`src/rtl/pipe_stall_ctrl_if.sv`:
```
// Handshake bundle between the pipeline stages and the central stall controller.
// The controller takes the slave side; the stages (or a bench) take the master side.
interface pipe_stall_ctrl_if #(
   parameter int CNT_W = 6
);
   logic             id_stallreq;
   logic             ex_mc_start;
   logic [CNT_W-1:0] ex_mc_len;
   logic             mem_req;
   logic             mem_ack;
   logic             flush_req;
   logic [5:0]       stall;
   logic             flush;
   logic             ex_mc_done;
   logic             ex_mc_abort;
   logic             mem_timeout;
   logic [31:0]      stall_cycles;

   modport master (
      output id_stallreq, ex_mc_start, ex_mc_len, mem_req, mem_ack, flush_req,
      input  stall, flush, ex_mc_done, ex_mc_abort, mem_timeout, stall_cycles
   );

   modport slave (
      input  id_stallreq, ex_mc_start, ex_mc_len, mem_req, mem_ack, flush_req,
      output stall, flush, ex_mc_done, ex_mc_abort, mem_timeout, stall_cycles
   );
endinterface

```
`src/rtl/pipe_stall_ctrl.sv`:
```
// Central stall/flush controller for the 5-stage core: EX multi-cycle sequencing and MEM wait timeout.
// Define PIPE_STALL_PERF_EN to build the stall_cycles performance counter; otherwise it reads 0.
module pipe_stall_ctrl #(
   parameter int CNT_W       = 6,
   parameter int MEM_TIMEOUT = 64,
   parameter int TO_W        = 7
) (
   input logic               clk_i,
   input logic               rst_ni,
   pipe_stall_ctrl_if.slave  bus
);

   localparam logic [0:0] IDLE = 1'b0;
   localparam logic [0:0] BUSY = 1'b1;

   logic [0:0]       ex_state_q, ex_state_d;
   logic [CNT_W-1:0] ex_cnt_q, ex_cnt_d;
   logic [TO_W-1:0]  mem_cnt_q, mem_cnt_d;
   logic             mem_timeout_q;

   logic       mem_stall;
   logic       timeout_hit;
   logic       flush_any;
   logic       ex_stall;
   logic       mc_done;
   logic       mc_abort;
   logic [5:0] stall_vec;

   assign mem_stall   = bus.mem_req & ~bus.mem_ack;
   assign timeout_hit = mem_stall && (mem_cnt_q == TO_W'(MEM_TIMEOUT - 1));
   assign flush_any   = bus.flush_req | timeout_hit;

   // A MEM stall freezes the EX countdown and also holds off completion,
   // so the op always finishes exactly as many cycles late as MEM stalled it.
   always_comb begin
      ex_state_d = ex_state_q;
      ex_cnt_d   = ex_cnt_q;
      ex_stall   = 1'b0;
      mc_done    = 1'b0;
      mc_abort   = 1'b0;
      if (flush_any) begin
         ex_state_d = IDLE;
         ex_cnt_d   = '0;
         mc_abort   = (ex_state_q == BUSY);
      end else if (ex_state_q == IDLE) begin
         if (bus.ex_mc_start) begin
            if (bus.ex_mc_len >= CNT_W'(2)) begin
               ex_stall   = 1'b1;
               ex_state_d = BUSY;
               ex_cnt_d   = bus.ex_mc_len - CNT_W'(2);
            end else begin
               mc_done = 1'b1;
            end
         end
      end else if (ex_cnt_q != '0) begin
         ex_stall = 1'b1;
         if (!mem_stall) begin
            ex_cnt_d = ex_cnt_q - CNT_W'(1);
         end
      end else if (!mem_stall) begin
         mc_done    = 1'b1;
         ex_state_d = IDLE;
      end
   end

   always_comb begin
      stall_vec = 6'b000000;
      if (flush_any) begin
         stall_vec = 6'b000000;
      end else if (mem_stall) begin
         stall_vec = 6'b011111;
      end else if (ex_stall) begin
         stall_vec = 6'b001111;
      end else if (bus.id_stallreq) begin
         stall_vec = 6'b000111;
      end
   end

   assign mem_cnt_d = (flush_any || !mem_stall) ? '0 : mem_cnt_q + TO_W'(1);

   always_ff @(posedge clk_i or negedge rst_ni) begin
      if (!rst_ni) begin
         ex_state_q    <= IDLE;
         ex_cnt_q      <= '0;
         mem_cnt_q     <= '0;
         mem_timeout_q <= 1'b0;
      end else begin
         ex_state_q    <= ex_state_d;
         ex_cnt_q      <= ex_cnt_d;
         mem_cnt_q     <= mem_cnt_d;
         mem_timeout_q <= timeout_hit;
      end
   end

   // Combinational outputs are held low while reset is asserted.
   assign bus.stall       = rst_ni ? stall_vec : 6'b000000;
   assign bus.flush       = rst_ni & flush_any;
   assign bus.ex_mc_done  = rst_ni & mc_done;
   assign bus.ex_mc_abort = rst_ni & mc_abort;
   assign bus.mem_timeout = mem_timeout_q;

`ifdef PIPE_STALL_PERF_EN
   logic [31:0] stall_cycles_q;

   always_ff @(posedge clk_i or negedge rst_ni) begin
      if (!rst_ni) begin
         stall_cycles_q <= 32'h0;
      end else if (stall_vec != 6'b000000) begin
         stall_cycles_q <= stall_cycles_q + 32'h1;
      end
   end

   assign bus.stall_cycles = stall_cycles_q;
`else
   assign bus.stall_cycles = 32'h0;
`endif

endmodule

```
`src/flat_wrapper.sv`:
```
// flat-port wrapper written by rule: the top's interface ports become plain ports
module pipe_stall_ctrl_flat 
#(
   parameter int CNT_W       = 6,
   parameter int MEM_TIMEOUT = 64,
   parameter int TO_W        = 7
)
  (clk_i, rst_ni, bus_id_stallreq, bus_ex_mc_start, bus_ex_mc_len, bus_mem_req, bus_mem_ack, bus_flush_req, bus_stall, bus_flush, bus_ex_mc_done, bus_ex_mc_abort, bus_mem_timeout, bus_stall_cycles);
  pipe_stall_ctrl_if #(.CNT_W(CNT_W)) bus_i ();
  input logic clk_i;
  input logic rst_ni;
  input wire logic [$bits(bus_i.id_stallreq)-1:0] bus_id_stallreq;
  input wire logic [$bits(bus_i.ex_mc_start)-1:0] bus_ex_mc_start;
  input wire logic [$bits(bus_i.ex_mc_len)-1:0] bus_ex_mc_len;
  input wire logic [$bits(bus_i.mem_req)-1:0] bus_mem_req;
  input wire logic [$bits(bus_i.mem_ack)-1:0] bus_mem_ack;
  input wire logic [$bits(bus_i.flush_req)-1:0] bus_flush_req;
  output wire logic [$bits(bus_i.stall)-1:0] bus_stall;
  output wire logic [$bits(bus_i.flush)-1:0] bus_flush;
  output wire logic [$bits(bus_i.ex_mc_done)-1:0] bus_ex_mc_done;
  output wire logic [$bits(bus_i.ex_mc_abort)-1:0] bus_ex_mc_abort;
  output wire logic [$bits(bus_i.mem_timeout)-1:0] bus_mem_timeout;
  output wire logic [$bits(bus_i.stall_cycles)-1:0] bus_stall_cycles;
  assign bus_i.id_stallreq = bus_id_stallreq;
  assign bus_i.ex_mc_start = bus_ex_mc_start;
  assign bus_i.ex_mc_len = bus_ex_mc_len;
  assign bus_i.mem_req = bus_mem_req;
  assign bus_i.mem_ack = bus_mem_ack;
  assign bus_i.flush_req = bus_flush_req;
  assign bus_stall = bus_i.stall;
  assign bus_flush = bus_i.flush;
  assign bus_ex_mc_done = bus_i.ex_mc_done;
  assign bus_ex_mc_abort = bus_i.ex_mc_abort;
  assign bus_mem_timeout = bus_i.mem_timeout;
  assign bus_stall_cycles = bus_i.stall_cycles;
  pipe_stall_ctrl #(.CNT_W(CNT_W), .MEM_TIMEOUT(MEM_TIMEOUT), .TO_W(TO_W)) u_core (.clk_i(clk_i), .rst_ni(rst_ni), .bus(bus_i));
endmodule
```
`config.mk`:
```
export PLATFORM = sky130hd
export DESIGN_NAME = pipe_stall_ctrl_flat
export DESIGN_NICKNAME = d
export VERILOG_FILES = /design/src/rtl/pipe_stall_ctrl_if.sv /design/src/rtl/pipe_stall_ctrl.sv /design/src/flat_wrapper.sv
export SDC_FILE = /design/constraint.sdc
export NUM_CORES = 1
export LEC_CHECK = 0
export CAP_MARGIN = 20
export CORE_ASPECT_RATIO = 0.7
export CORE_MARGIN = 5
export CORE_UTILIZATION = 45
export DETAILED_ROUTE_END_ITERATION = 8
export PLACE_DENSITY = 0.85
export SYNTH_ARGS = -nofsm -noshare
export SYNTH_HDL_FRONTEND = slang
export SYNTH_SLANG_ARGS = --single-unit
```
`constraint.sdc`:
```
create_clock -name clk_i -period 3.5 [get_ports clk_i]
set_input_delay 0.35 -clock clk_i [delete_from_list [all_inputs] [get_ports clk_i]]
set_output_delay 0.35 -clock clk_i [all_outputs]
set_load 0.02 [all_outputs]
```
==> results_dict.tcl <==
set metrics [dict create \
    fin_crit_ns 2.77 \
    cts_sinks 15 \
    ys_async_sr_fraction_pct 100 \
    power_switching_uw 178 \
    drv_cap 0 \
    layout_common_cells "conb_1, clkdlybuf4s50_1, nor2_1, dfrtp_1, nand2_1" \
    ant_nets 0 \
    vias 949 \
    crit_required_ns 3.15 \
    die_area_mm2 0.00393 \
    fin_crit_sh_pct 79.0 \
    power_frac_seq_pct 39.1 \
    syn_to_final_growth_pct 11.8 \
    post_cts_buffers 0 \
    finalSetupViolCount 0 \
    synth-edff-count 0 \
    cts-root-buf "clkbuf_8" \
    clkTransAtPathRegs_ns 0.05 \
    timing.fmax_mhz 362 \
    critPathKind "reg -> out" \
    min_path_type "in -> async" \
    avgSynthCellArea_um2 8.51 \
    whs_ns 0.462 \
    htreeDepth 1 \
    yosysSeqAreaShare_pct 30.2 \
    finalWorstSetupSlack_ns 0.735 \
    cts-hold-fix-buffers 0 \
    layout_commonest_cell "conb_1" \
    p_leak_nw 0.638 \
    clock_path_buffers 2 \
    finalHoldViolations 0 \
    ios 55 \
    routed_wl_um 2420 \
    p_comb_share_pct 34.0 \
    syn_area_mm2 0.00124 \
    start_util_pct 45.6 \
    final_util_pct 51.0 \
    drt-vias-per-instance 4.67 \
    post_drt_wl_per_cell_um 11.9 \
    antenna_found_initial 0 \
    ir_drop_v 0.000242 \
    die_h_um 54.0 \
    place_hpwl_um 1990 \
    dr.first_iter.drc_count 97 \
    route.detailed.drc 0 \
    die-width_um 72.8 \
    cts_buffers 3 \
    grt-ovfl-total 0 \
    rows 16 \
    post_route_cells_drive_above_1_share_pct 7.19 \
    coreArea_mm2 0.00272 \
    grtUsageTotal_pct 13.0 \
    crit_path_end_kind "primary output" \
    rsz0062_at_grt "false" \
    diodes 0 \
    intPower_uw 329 \
    pwr-share-clk_pct 27.0 \
    drt_pass1_iterations 4 \
    dp_cells 199 \
    insertion_delay_ns 0.25 \
    ys.flop_type "dfrtp_1" \
    gp_congestion 0.876 \
    slew_viol_final 0 \
    clock_skew_ns 0.00220 \
    worst-path-max-fanout 13 \
    start_kind "register" \
    finalSetupTns_ns 0 \
    syn_inst 146 \
    cts_tree "done" \
    grt_pass1_vias 816 \
    p_sw_share_pct 35.1 \
    p_per_area_mw_per_mm2 365 \
    finalNonFillerCells 203 \
    ys_ff_latch 15 \
    grt_start_max_net_pins 14 \
    final_nets 185 \
    cp_data_arrival_time_ns 2.42 \
    tightestPinTransition_ns 0.549 \
    post_cts_resized 0 \
    pre_cts_ws_ns 0.813 \
    grt_pass1_wl_um 3800 \
    ys_types 36 \
    relSlewSlack_pct 63.3 \
    yosys_warnings 0 \
    status "complete, no violations" \
    io_buffers 21 \
]
[critical path, cell delays in order, from the launching register on]
cell and delay [ns]:
dfrtp_1 0.51, nor3b_1 0.22, and3_1 0.24, o31ai_1 0.34
nor2_1 0.07, nor2_1 0.16, clkdlybuf4s50_1 0.64
[final cells by class]
class,instances,area [um2]
clock buffers,4,45.0
fillers,281,1330
inverters,6,22.5
flip-flops and latches,15,375
repair buffers,22,218
multi-input cells,120,683
well taps,36,45.0
[synthesized netlist by cell type (all sizes together) (4+ instances only)]
library cell	n	area, um2
a21oi	6	30.0
and3	6	37.5
buf	37	282
dfrtp	15	375
ha	4	50.1
inv	6	22.5
nand2	7	26.3
nand3	4	20.0
nor2	19	81.3
nor3	4	20.0
o21ai	8	43.8
xnor2	5	43.8
[metrics by stage]
step	cell area [um2]	power, mW
2_1_floorplan	1360	0.353
3_3_place_gp	1340	0.368
3_5_place_dp	1340	0.370
4_1_cts	1390	0.511
5_1_grt	1390	0.539
6_report	1390	0.507
[routing by layer]
layer / global-route usage, % / wire length (um)
met5: 0 / 0
met4: 6.13 / 44
met3: 5.04 / 235
met2: 18.0 / 1040
met1: 17.5 / 1100
[power by group through the flow]
stage          Combinational, mW  Sequential [mW]  Clock [mW]
3_3_place_gp               0.167            0.200           0
2_1_floorplan              0.158            0.195           0
5_1_grt                    0.187            0.199       0.152
4_1_cts                    0.170            0.198       0.143
3_5_place_dp               0.169            0.201           0
6_report                   0.172            0.198       0.137
[path summary, 6_finish.rpt]
kind	from	endpoint	slack (ns)	depth (start not counted)
setup / recovery	u_core.ex_state_q	bus_stall[0]	0.73	6
min in group clk_i	u_core.mem_cnt_q[0]	u_core.mem_cnt_q[0]	0.47	1
hold / removal	rst_ni	u_core.ex_cnt_q[5]	0.46	1
hold reg to reg	u_core.mem_cnt_q[0]	u_core.mem_cnt_q[0]	0.47	1
setup reg to reg	u_core.ex_state_q	u_core.ex_cnt_q[3]	1.76	5
max in group asynchronous	rst_ni	u_core.ex_cnt_q[1]	2.54	2
[sequential cells by signal (all words and copies together), names as in the netlist]
signal / cells
u_core.mem_cnt_q: 7
u_core.ex_state_q: 1
u_core.bus.mem_timeout: 1
u_core.ex_cnt_q: 6
[cell families after synthesis]
group           share of synthesized area (%)
compound gates                           12.4
buf+inv                                  24.5
other cells                             0.302
xor+xnor                                 4.93
fa+ha+maj                                4.03
simple gates                             23.7
flops                                    30.2
No activity file was read; power rests on OpenSTA's default activity.
